==> src/rtl/mul_div_unit.sv <==
// rtl/mul_div_unit.sv - iterative 32-bit multiply/divide unit with HI/LO registers
module mul_div_unit #(
   parameter int WIDTH = 32
) (
   input  logic             clk_i,
   input  logic             reset_i,
   input  logic             start_i,
   input  logic [1:0]       op_i,
   input  logic [WIDTH-1:0] a_i,
   input  logic [WIDTH-1:0] b_i,
   input  logic             we_hi_i,
   input  logic             we_lo_i,
   input  logic [WIDTH-1:0] wd_i,
   output logic             busy_o,
   output logic             done_o,
   output logic             div_by_zero_o,
   output logic [WIDTH-1:0] hi_o,
   output logic [WIDTH-1:0] lo_o
);

   typedef enum logic [1:0] {
      S_IDLE = 2'd0,
      S_CALC = 2'd1,
      S_FIX  = 2'd2
   } state_e;

   state_e             state_q, state_d;
   logic [4:0]         cnt_q, cnt_d;
   logic               is_div_q, is_div_d;
   logic               neg_res_q, neg_res_d;
   logic               neg_rem_q, neg_rem_d;
   logic               bz_q, bz_d;
   // opa holds |A| for multiply, and the dividend/quotient shift register for divide
   logic [WIDTH-1:0]   opa_q, opa_d;
   logic [WIDTH-1:0]   opb_q, opb_d;
   // product accumulator: upper half is the running sum, lower half shifts out B
   logic [2*WIDTH-1:0] prod_q, prod_d;
   logic [WIDTH-1:0]   rem_q, rem_d;
   logic [WIDTH-1:0]   hi_q, hi_d;
   logic [WIDTH-1:0]   lo_q, lo_d;
   logic               done_q, done_d;
   logic               dbz_q, dbz_d;

   logic               accept;
   logic               signed_op;
   logic               a_neg, b_neg;
   logic [WIDTH-1:0]   a_abs, b_abs;
   logic [WIDTH:0]     mul_sum;
   logic [WIDTH:0]     div_trial;
   logic               div_ge;
   logic [WIDTH-1:0]   div_sub;
   logic [2*WIDTH-1:0] prod_fix;
   logic [WIDTH-1:0]   quo_fix, rem_fix;

   // operand conditioning and per-iteration arithmetic
   always_comb begin
      accept    = (state_q == S_IDLE) && start_i;
      signed_op = ~op_i[0];
      a_neg     = signed_op & a_i[WIDTH-1];
      b_neg     = signed_op & b_i[WIDTH-1];
      a_abs     = a_neg ? (-a_i) : a_i;
      b_abs     = b_neg ? (-b_i) : b_i;

      mul_sum   = {1'b0, prod_q[2*WIDTH-1:WIDTH]} + (prod_q[0] ? {1'b0, opa_q} : '0);

      div_trial = {rem_q, opa_q[WIDTH-1]};
      div_ge    = div_trial >= {1'b0, opb_q};
      // only used when the trial fits, so the modular subtract is exact
      div_sub   = div_trial[WIDTH-1:0] - opb_q;

      prod_fix  = neg_res_q ? (-prod_q) : prod_q;
      quo_fix   = neg_res_q ? (-opa_q) : opa_q;
      rem_fix   = neg_rem_q ? (-rem_q) : rem_q;
   end

   // next-state logic: IDLE -> CALC (32 iterations) -> FIX -> IDLE
   always_comb begin
      state_d = state_q;
      cnt_d   = cnt_q;
      case (state_q)
         S_IDLE: begin
            if (start_i) begin
               state_d = S_CALC;
               cnt_d   = 5'd0;
            end
         end
         S_CALC: begin
            cnt_d = cnt_q + 5'd1;
            if (cnt_q == 5'd31) begin
               state_d = S_FIX;
            end
         end
         S_FIX: begin
            state_d = S_IDLE;
         end
         default: begin
            state_d = S_IDLE;
            cnt_d   = 5'd0;
         end
      endcase
   end

   // datapath next-state: capture, iterate, sign-fix and HI/LO writes
   always_comb begin
      is_div_d  = is_div_q;
      neg_res_d = neg_res_q;
      neg_rem_d = neg_rem_q;
      bz_d      = bz_q;
      opa_d     = opa_q;
      opb_d     = opb_q;
      prod_d    = prod_q;
      rem_d     = rem_q;
      hi_d      = hi_q;
      lo_d      = lo_q;
      done_d    = 1'b0;
      dbz_d     = 1'b0;

      case (state_q)
         S_IDLE: begin
            // MTHI/MTLO land even when an operation is accepted on the same edge
            if (we_hi_i) begin
               hi_d = wd_i;
            end
            if (we_lo_i) begin
               lo_d = wd_i;
            end
            if (accept) begin
               is_div_d  = op_i[1];
               neg_res_d = signed_op & (a_i[WIDTH-1] ^ b_i[WIDTH-1]);
               neg_rem_d = signed_op & a_i[WIDTH-1];
               bz_d      = op_i[1] && (b_i == '0);
               opa_d     = a_abs;
               opb_d     = b_abs;
               prod_d    = {{WIDTH{1'b0}}, b_abs};
               rem_d     = '0;
            end
         end
         S_CALC: begin
            if (is_div_q) begin
               rem_d = div_ge ? div_sub : div_trial[WIDTH-1:0];
               opa_d = {opa_q[WIDTH-2:0], div_ge};
            end else begin
               prod_d = {mul_sum, prod_q[WIDTH-1:1]};
            end
         end
         S_FIX: begin
            done_d = 1'b1;
            dbz_d  = is_div_q && bz_q;
            if (!is_div_q) begin
               hi_d = prod_fix[2*WIDTH-1:WIDTH];
               lo_d = prod_fix[WIDTH-1:0];
            end else if (!bz_q) begin
               // -2^31 / -1 falls out naturally: |q| = 0x8000_0000, no negation
               lo_d = quo_fix;
               hi_d = rem_fix;
            end
         end
         default: begin
         end
      endcase
   end

   // state register with synchronous active-high reset
   always_ff @(posedge clk_i) begin
      if (reset_i) begin
         state_q   <= S_IDLE;
         cnt_q     <= 5'd0;
         is_div_q  <= 1'b0;
         neg_res_q <= 1'b0;
         neg_rem_q <= 1'b0;
         bz_q      <= 1'b0;
         opa_q     <= '0;
         opb_q     <= '0;
         prod_q    <= '0;
         rem_q     <= '0;
         hi_q      <= '0;
         lo_q      <= '0;
         done_q    <= 1'b0;
         dbz_q     <= 1'b0;
      end else begin
         state_q   <= state_d;
         cnt_q     <= cnt_d;
         is_div_q  <= is_div_d;
         neg_res_q <= neg_res_d;
         neg_rem_q <= neg_rem_d;
         bz_q      <= bz_d;
         opa_q     <= opa_d;
         opb_q     <= opb_d;
         prod_q    <= prod_d;
         rem_q     <= rem_d;
         hi_q      <= hi_d;
         lo_q      <= lo_d;
         done_q    <= done_d;
         dbz_q     <= dbz_d;
      end
   end

   assign busy_o        = (state_q != S_IDLE);
   assign done_o        = done_q;
   assign div_by_zero_o = dbz_q;
   assign hi_o          = hi_q;
   assign lo_o          = lo_q;

endmodule

==> config.mk <==
export PLATFORM = sky130hd
export DESIGN_NAME = mul_div_unit
export DESIGN_NICKNAME = d
export VERILOG_FILES = /design/src/rtl/mul_div_unit.sv
export SDC_FILE = /design/constraint.sdc
export NUM_CORES = 1
export LEC_CHECK = 0
export CORE_UTILIZATION = 41
export DETAILED_ROUTE_END_ITERATION = 10
export GPL_TIMING_DRIVEN = 1
export PLACE_DENSITY = 0.68
export SETUP_SLACK_MARGIN = 0.2
export SLEW_MARGIN = 20
export SYNTH_ARGS = -nofsm -noshare
export SYNTH_HDL_FRONTEND = slang
export SYNTH_SLANG_ARGS = --single-unit
==> constraint.sdc <==
create_clock -name clk_i -period 6.1 [get_ports clk_i]
set_input_delay 0.61 -clock clk_i [delete_from_list [all_inputs] [get_ports clk_i]]
set_output_delay 0.61 -clock clk_i [all_outputs]
set_load 0.03 [all_outputs]
==> flow_summary.yaml <==
synthesis:
  synth_top_area_cell: "dfxtp_1"
  synth.most_common_cell: "nor2_1"
  syn_area_per_cell_sq_um: 7.35
  syn_inst: 2390
  synth_top_area_share: 0.270
  ys_ff_latch: 237
  yosysWarnings: 0
  synth_area_sq_um: 17600
  synth-async-reset-ratio: 0
  yosysSeqAreaShare: 0.270
  ys_top_cells_by_count: "nor2_1, dfxtp_1, nand2_1"
  synth-edff-count: 0
  ys.flop_type: "dfxtp_1"
  syn_nets: 2566
  synth_area_leaders: "dfxtp_1, nor2_1, xnor2_1"
  synth_cell_types: 74
clocking:
  path_clk_slew_ns: 0.06
  cts_resized: 0
  htreeDepth: 1
  clk_latency_ns: 0.57
  cts-root-buf: "clkbuf_16"
  clk_path_buf_depth: 3
  post-cts-setup-buffer-count: 0
  cts_tree: "built"
  clock_sinks: 237
  holdBufCountCts: 0
  cts_made_buffers: 27
finish:
  nFillCells: 4109
  nets: 2625
  n_antenna_cell: 0
  final_cells: 3009
  drive_gt1_frac: 0.0478
  final_area_sq_um: 20600
  area_growth_pct: 17.1
floorplanning:
  die-area_sq_um: 43700
  die_h_um: 209
  ioPinCount: 170
  rows: 75
  coreArea_sq_um: 42100
  die_x_um: 209
  start_util: 0.417
power_and_ir_drop:
  p_per_area_nw_per_um2: 234
  ir_worst_vdd_uv: 179
  p_total_mw: 4.83
  total_leakage_power_nw: 7.94
timing:
  setup_viol: 0
  rsz0062_at_grt: "false"
  slew_headroom: 0.223
  fmax_ghz: 0.238
  finalMaxSlewViolations: 0
  fin_crit_sh: 0.689
  finalHoldViolCount: 0
  setup_ws_ns: 1.90
  finalSetupTns_ns: 0
  skew_ns: 0.0155
  fin_crit_ns: 4.20
  max_slew.worst_pin.slew_ns: 1.16
routing:
  firstDrtPassIters: 6
  drt_first_iter_violations: 2207
  via_count: 18600
  drcViolationCount: 0
  viasPerCell: 6.19
  totalWireLength_um: 67100
  wl_per_cell_um: 22.3
  postRouteAntennaNets: 0
placement:
  dpl_cell_area_sq_um: 19500
  dpl.cell_count: 2959
  gp_congestion: 0.995
  dpl.hpwl_um: 51300
  place_ws_ns: 2.01
  port_buffers: 169
global_route:
  grt_start_max_net_pins: 106
  grtUsageTotal: 0.298
  antenna_found_initial: 0
  grt_pass1_vias: 16900
  gr-total-overflow: 0
  grt_first_pass_wirelength_um: 102000
critical_path:
  worstPathRequired_ns: 6.57
  crit_arrival_ns: 4.68
  worst-setup-path-type: "reg2reg"
  r2r_end: "prod_q[63]"
  crit_start: "prod_q[0]"
  r2r_slack_ns: 1.90
  endpoint_kind: "register"
  start_kind: "register"
  r2r_start: "prod_q[0]"
  critPathMaxFanout: 35
  reg2reg_depth: 14
min_path:
  min_from: "lo_o[12]"
  hold_class: "reg2reg"
  hold-path-endpoint: "lo_o[12]"
  hold_depth: 2
run:
  cap_viol_max_count: 0
outcome:
  status: "complete, no violations"
==> per-layer routing <==
layer / wire length, um / vias to the layer above / GRT usage
met4: 1880 / 0 / 0.0867
met3: 5860 / 121 / 0.0368
met2: 28800 / 948 / 0.457
met5: 0 / - / 0
li1: - / 8781 / -
met1: 30500 / 8787 / 0.434
==> worst max path at each step <==
| stage | to | cells after the start | slack (ns) |
|---|---|---|---|
| global route | prod_q[63] | 14 | 1.63 |
| floorplan | hi_o[19] | 10 | 3.01 |
| finish | prod_q[63] | 14 | 1.90 |
| CTS | prod_q[63] | 14 | 1.99 |
| detailed placement | prod_q[63] | 14 | 2.01 |
| global placement | prod_q[59] | 14 | 2.10 |
==> registers in the layout (all words and copies together), names as in the netlist <==
name / count
is_div_q: 1
cnt_q: 5
neg_res_q: 1
hi_o: 32
state_q: 2
lo_o: 32
div_by_zero_o: 1
rem_q: 32
bz_q: 1
prod_q: 64
done_o: 1
opb_q: 32
opa_q: 32
neg_rem_q: 1
==> power by group <==
group | switching, mW | total [mW] | leakage (nW) | internal, mW
sequential | 0.160 | 1.80 | 1.94 | 1.65
combinational | 0.707 | 1.14 | 5.49 | 0.430
clock | 0.713 | 1.88 | 0.503 | 1.17
total | 1.58 | 4.83 | 7.94 | 3.25
==> placed cells by master (no fill, tap or decap), types with 35 or more instances in the layout <==
cell type / netlist / routed
nor3_1: 53 / 53
o211ai_1: 35 / 35
nand2_1: 222 / 220
or3_1: 36 / 36
a21oi_1: 209 / 208
inv_1: 71 / 71
clkdlybuf4s50_1: 0 / 168
o31ai_1: 36 / 36
xnor2_1: 123 / 123
xor2_1: 96 / 96
ha_1: 71 / 71
a211oi_1: 86 / 86
nor2_1: 300 / 295
dfxtp_1: 237 / 235
o21ai_0: 155 / 154
nand3_1: 79 / 79
==> cell type report <==
type                            instances  area [sq um]  share of cell area
Multi-Input combinational cell       1921         12000               0.584
Sequential cell                       237          4750               0.231
Timing Repair Buffer                  190          1850              0.0899
Clock buffer                           34           752              0.0365
Tap cell                              539           674              0.0328
Clock inverter                         16           270              0.0131
Inverter                               72           270              0.0131
==> critical path, stage by stage, from the launching register on <==
cell and delay [ns]:
dfxtp_1 0.99, inv_1 0.21, nor2_1 0.16, ha_1 0.22, inv_1 0.07, fa_1 0.37, nand2b_1 0.19, a21oi_1 0.22
o21ai_0 0.23, o211ai_1 0.36, o21ai_0 0.27, o211ai_1 0.29, a31o_2 0.23, a41oi_1 0.12, nor3_1 0.17
==> per-stage QoR <==
stage / util / hold WS (ns)
4_1_cts: 0.488 / 0.469
2_1_floorplan: - / 0.436
3_3_place_gp: 0.464 / 0.457
6_report: 0.488 / 0.470
5_1_grt: 0.488 / 0.488
3_5_place_dp: 0.464 / 0.462
==> cell families (layout without fill, tap and decap cells) <==
kind of cell	count (synthesis)	count (layout)	synth area share
compound gates	732	732	0.268
xor+xnor	219	219	0.109
fa+ha+maj	73	73	0.0528
buf+inv	232	312	0.0502
flops	237	237	0.270
mux	20	20	0.0123
simple gates	877	877	0.238
No activity file was read; power rests on OpenSTA's default activity.
